==> config.mk <==
export PLATFORM = sky130hd
export DESIGN_NAME = bf_data_mem_sched
export DESIGN_NICKNAME = d
export VERILOG_FILES = /design/src/rtl/bf_data_mem_sched.sv
export SDC_FILE = /design/constraint.sdc
export NUM_CORES = 1
export LEC_CHECK = 0
export ABC_CLOCK_PERIOD_IN_PS = 2590
export CAP_MARGIN = 5
export CORE_MARGIN = 5
export CORE_UTILIZATION = 35
export DETAILED_ROUTE_END_ITERATION = 16
export MAX_ROUTING_LAYER = met4
export PLACE_DENSITY_LB_ADDON = 0.25
export SYNTH_ARGS = -nofsm -noshare
export SYNTH_HDL_FRONTEND = slang
export SYNTH_SLANG_ARGS = --single-unit
==> constraint.sdc <==
create_clock -name clk -period 2.59 [get_ports clk]
set_clock_uncertainty 0.1 [all_clocks]
set_input_delay 0.259 -clock clk [delete_from_list [all_inputs] [get_ports clk]]
set_output_delay 0.259 -clock clk [all_outputs]
set_load 0.05 [all_outputs]
==> src/rtl/bf_data_mem_sched.sv <==
// Tape RAM scheduler: shares one single-port RAM between the core and the display scanner and runs the tape-clear sequence.
// Optional starvation guard for the display port is enabled by defining BF_STARVE_GUARD_EN.
module bf_data_mem_sched #(
   parameter int ADDR_W    = 8,
   parameter int DATA_W    = 8,
   parameter int MEM_DEPTH = 256
`ifdef BF_STARVE_GUARD_EN
   , parameter int STARVE_LIM = 8
`endif
) (
   input  logic              clk,
   input  logic              reset,
   input  logic              clear_req,
   output logic              clear_busy,
   input  logic              core_req,
   input  logic              core_we,
   input  logic [ADDR_W-1:0] core_addr,
   input  logic [DATA_W-1:0] core_wdata,
   output logic              core_gnt,
   output logic              core_rvalid,
   output logic [DATA_W-1:0] core_rdata,
   input  logic              disp_req,
   input  logic [ADDR_W-1:0] disp_addr,
   output logic              disp_gnt,
   output logic              disp_rvalid,
   output logic [DATA_W-1:0] disp_rdata,
   output logic [ADDR_W-1:0] mem_addr,
   output logic              mem_we,
   output logic [DATA_W-1:0] mem_wdata,
   input  logic [DATA_W-1:0] mem_rdata
);

   // state    | meaning
   // ST_CLEAR | writing zero to cells 0..MEM_DEPTH-1, one per cycle, no grants
   // ST_SERVE | arbitrating core/display accesses, one grant per cycle
   typedef enum logic {ST_CLEAR, ST_SERVE} state_t;

   localparam logic [ADDR_W-1:0] CLR_LAST = ADDR_W'(MEM_DEPTH - 1);

   state_t            state, state_nxt;
   logic [ADDR_W-1:0] clr_addr, clr_addr_nxt;
   logic              core_rvalid_q, disp_rvalid_q;
   logic              disp_first;

`ifdef BF_STARVE_GUARD_EN
   logic [3:0] starve_cnt;

   always_ff @(posedge clk) begin
      if (!reset) begin
         starve_cnt <= 4'd0;
      end else if (state == ST_SERVE) begin
         if (!disp_req || disp_gnt)
            starve_cnt <= 4'd0;
         else if (starve_cnt != 4'hF)
            starve_cnt <= starve_cnt + 4'd1;
      end
   end

   // >= rather than == so a clear landing on the limit cycle cannot push the count past it for good
   assign disp_first = disp_req && (starve_cnt >= 4'(STARVE_LIM));
`else
   assign disp_first = 1'b0;
`endif

   always_ff @(posedge clk) begin
      if (!reset) begin
         state         <= ST_CLEAR;
         clr_addr      <= '0;
         core_rvalid_q <= 1'b0;
         disp_rvalid_q <= 1'b0;
      end else begin
         state         <= state_nxt;
         clr_addr      <= clr_addr_nxt;
         core_rvalid_q <= core_gnt && !core_we;
         disp_rvalid_q <= disp_gnt;
      end
   end

   always_comb begin
      state_nxt    = state;
      clr_addr_nxt = clr_addr;
      clear_busy   = 1'b0;
      core_gnt     = 1'b0;
      disp_gnt     = 1'b0;
      mem_addr     = '0;
      mem_we       = 1'b0;
      mem_wdata    = '0;
      if (reset) begin
         case (state)
            ST_CLEAR: begin
               clear_busy = 1'b1;
               mem_we     = 1'b1;
               mem_addr   = clr_addr;
               if (clr_addr == CLR_LAST) begin
                  clr_addr_nxt = '0;
                  state_nxt    = ST_SERVE;
               end else begin
                  clr_addr_nxt = clr_addr + ADDR_W'(1);
               end
            end
            ST_SERVE: begin
               if (clear_req) begin
                  clr_addr_nxt = '0;
                  state_nxt    = ST_CLEAR;
               end else if (disp_first) begin
                  disp_gnt = 1'b1;
                  mem_addr = disp_addr;
               end else if (core_req) begin
                  core_gnt  = 1'b1;
                  mem_addr  = core_addr;
                  mem_we    = core_we;
                  mem_wdata = core_wdata;
               end else if (disp_req) begin
                  disp_gnt = 1'b1;
                  mem_addr = disp_addr;
               end
            end
            default: state_nxt = ST_CLEAR;
         endcase
      end
   end

   assign core_rvalid = core_rvalid_q & reset;
   assign disp_rvalid = disp_rvalid_q & reset;
   assign core_rdata  = reset ? mem_rdata : '0;
   assign disp_rdata  = reset ? mem_rdata : '0;

endmodule

==> summary.md <==
| Metric | Value |
|---|---|
| Vias | `1137` |
| R2R Setup Slk | `0.93 ns` |
| CTS Buffer Depth | `2` |
| CP Max Fanout | `10` |
| Worst Path Required | `2.23 ns` |
| GRT overflow | `0` |
| Placeable Area | `2522 µm²` |
| Worst Setup End Kind | `output port` |
| Rel. slew slack | `0.6996` |
| RSZ-0062 raised after global routing | `false` |
| Post-synthesis cell type count | `36` |
| Setup CP Type | `in2out` |
| Remaining routing DRC violations | `0` |
| Final cycle utilization of the critical path | `0.8988` |
| Flops & latches, synth | `11` |
| Max Cap Viol | `0` |
| CTS tree | `done` |
| Leakage | `0.0008761 µW` |
| Status | `completed` |
| IO Pins | `76` |
| Startpoint types | `input port` |
| Vias in the first global route | `1154` |
| Hold wc startpoint | `clr_addr[7]$_SDFFE_PN0P_` |
| Antenna-violating nets left | `0` |
| Slowest cell on the critical path | `clkdlybuf4s50_1` |
| Crit-path max cell delay | `0.66 ns` |
| Syn Std Cell Area | `939.7 µm²` |
| Initial DRC Count | `51` |
| Fmax | `429.6 MHz` |
| Starting Density | `0.3725` |
| Avg Synthesized Cell Area | `8.243 µm²` |
| Pwr dens | `263.1 nW/µm²` |
| GRT Resource Usage Total | `0.2296` |
| Most frequent cells in the layout | `37 x clkdlybuf4s50_1, 37 x buf_12, 19 x and2_1` |
| # diodes | `0` |
| Non-Filler Instances | `209` |
| Share of layout cells above drive strength 1 | `0.2737` |
| Total CTS buffers | `3` |
| Initial antenna violation count | `0` |
| Die Footprint | `3821 µm²` |
| IO buf count | `75` |
| Final setup vio count | `0` |
| Final core occ | `0.8051` |
| DP Wirelength | `3475 µm` |
| Worst path arrival time | `1.97 ns` |
| Die height | `61.82 µm` |
| Root buffer cell | `clkbuf_4` |
| GPL Wtd Cong | `0.8788` |
| Syn-to-layout area delta | `116.1%` |
| Crit path time final | `2.328 ns` |
| Slew Viols, Final | `0` |
| Mapped Cells | `114` |
| Cell total after placement | `205` |
| Register area share after synthesis | `0.2344` |
| CTS Hold Bufs | `0` |
| WHS Path Cells | `2` |
| R2r worst-path depth | `4` |
| Setup bufs post-CTS | `0` |
| Vias per cell | `5.440` |
| Warnings, synthesis | `0` |
| Worst-path clk slew | `0.07 ns` |
| Setup TNS Final | `0 ns` |
| Clock Latency Late Sink | `0.28 ns` |
| Worst-Margin Slew | `0.4501 ns` |
| WL/cell | `19.37 µm` |
| FP Rows | `18` |
| Final Hold Vio Count | `0` |
| Worst Hold End | `clr_addr[7]$_SDFFE_PN0P_` |
| First-pass GRT wire length | `6223 µm` |
| # resized after CTS | `0` |
| Pin count of the biggest net entering global routing | `14` |
| H-tree Lvls | `1` |
| Critical path cell sequence | `clkdlybuf4s50_1, and4b_1, buf_4, and2_1, buf_12` |
| DIE WIDTH | `61.82 µm` |
| RR Startpoint | `state$_SDFF_PN0_` |
| Syn nets | `153` |
| VDD IR-drop max | `0.0003731 V` |
| Final net count | `219` |
| DR pass1 iterations | `4` |
| # fillers | `164` |
| Min-delay worst type | `reg2reg` |
| Reg2reg end | `clr_addr[6]$_SDFFE_PN0P_` |
| CTS Sinks | `11` |
| Drt total wl | `4049 µm` |
-- sequential cells by signal, indices dropped and copies added, names as in the netlist --
name,count
disp_rvalid_q,1
state,1
core_rvalid_q,1
clr_addr,8
-- power by group --
| group | internal [µW] | switching (µW) | total (µW) |
|---|---|---|---|
| Sequential | 173 | 7.76 | 181 |
| Combinational | 127 | 108 | 235 |
| Clock | 57.3 | 61.2 | 119 |
| Total | 357 | 177 | 534 |
-- worst max-delay path by stage --
stage | start | to | cells after the start
2_1_floorplan | state$_SDFF_PN0_ | mem_addr[6] | 4
3_3_place_gp | reset | mem_wdata[5] | 5
3_5_place_dp | reset | mem_wdata[0] | 5
4_1_cts | reset | mem_wdata[0] | 5
5_1_grt | reset | mem_wdata[0] | 5
6_report | reset | mem_wdata[0] | 5
-- per-stage QoR --
step / hold slack, ns / power, µW / area [µm²] / worst slack, ns
2_1_floorplan: 0.2306 / 283.7 / 939.7 / 0.4897
3_3_place_gp: 0.4071 / 414.7 / 2003 / 0.3233
3_5_place_dp: 0.4061 / 420.4 / 2003 / 0.2392
4_1_cts: 0.4155 / 538.2 / 2031 / 0.2458
5_1_grt: 0.4554 / 556.8 / 2031 / 0.1657
6_report: 0.4156 / 534.3 / 2031 / 0.2620
-- layer usage --
layer / routed length [µm] / up-vias / track usage
met5: 0 / - / -
met4: 64 / 0 / 0.06667
met3: 373 / 8 / 0.03926
met2: 2098 / 67 / 0.4126
met1: 1512 / 524 / 0.2587
li1: - / 538 / -
-- synth_stat cells --
cell / count / area share
a221o_1: 2 / 0.021
nand3b_4: 1 / 0.021
nor2_1: 1 / 0.0040
and4_1: 1 / 0.0093
and3b_1: 1 / 0.0093
or4_1: 1 / 0.0080
a21o_1: 8 / 0.064
ha_1: 1 / 0.013
a22o_1: 9 / 0.084
nand2_1: 6 / 0.024
o2111ai_1: 1 / 0.0093
nor2b_1: 3 / 0.020
nand3b_1: 2 / 0.016
nand4_1: 1 / 0.0067
nor4_1: 2 / 0.013
buf_6: 1 / 0.012
nor3b_1: 1 / 0.0080
nand3_1: 6 / 0.032
buf_4: 9 / 0.072
nand2b_4: 1 / 0.015
and4bb_2: 1 / 0.013
nor3b_4: 1 / 0.020
dfxtp_1: 11 / 0.23
o21ai_0: 7 / 0.037
or3_1: 1 / 0.0067
a21oi_1: 1 / 0.0053
clkbuf_1: 1 / 0.0040
a22oi_1: 1 / 0.0080
inv_2: 1 / 0.0040
and4b_1: 1 / 0.011
nor3_1: 2 / 0.011
a21boi_0: 2 / 0.016
buf_2: 5 / 0.027
and3_1: 1 / 0.0067
and2_1: 19 / 0.13
o21a_1: 1 / 0.0080
-- kinds of logic (layout without fill, tap and decap cells) --
| kind of cell | after synthesis | after routing | synth area share |
|---|---|---|---|
| adder cells (fa/ha/maj) | 1 | 1 | 0.01331 |
| AO/OA/AOI/OAI | 32 | 32 | 0.2530 |
| buffers and inverters | 17 | 82 | 0.1185 |
| flip-flops | 11 | 11 | 0.2344 |
| AND/OR/NAND/NOR | 53 | 53 | 0.3808 |
-- layout make-up --
type	count	area, µm²	share of cell area
inverters	1	3.754	0.001848
flip-flops and latches	11	220.2	0.1084
repair buffers	77	1134	0.5582
clock inverters	1	5.005	0.002465
well taps	30	37.54	0.01848
clock buffers	3	22.52	0.01109
multi-input cells	86	608.1	0.2994
-- worst max-delay path, delay by kind of cell --
family                 cells  cell delay, ns
buffers and inverters      3            1.05
and+or+nand+nor            2            0.66
Power figures use the tool's default switching activity.
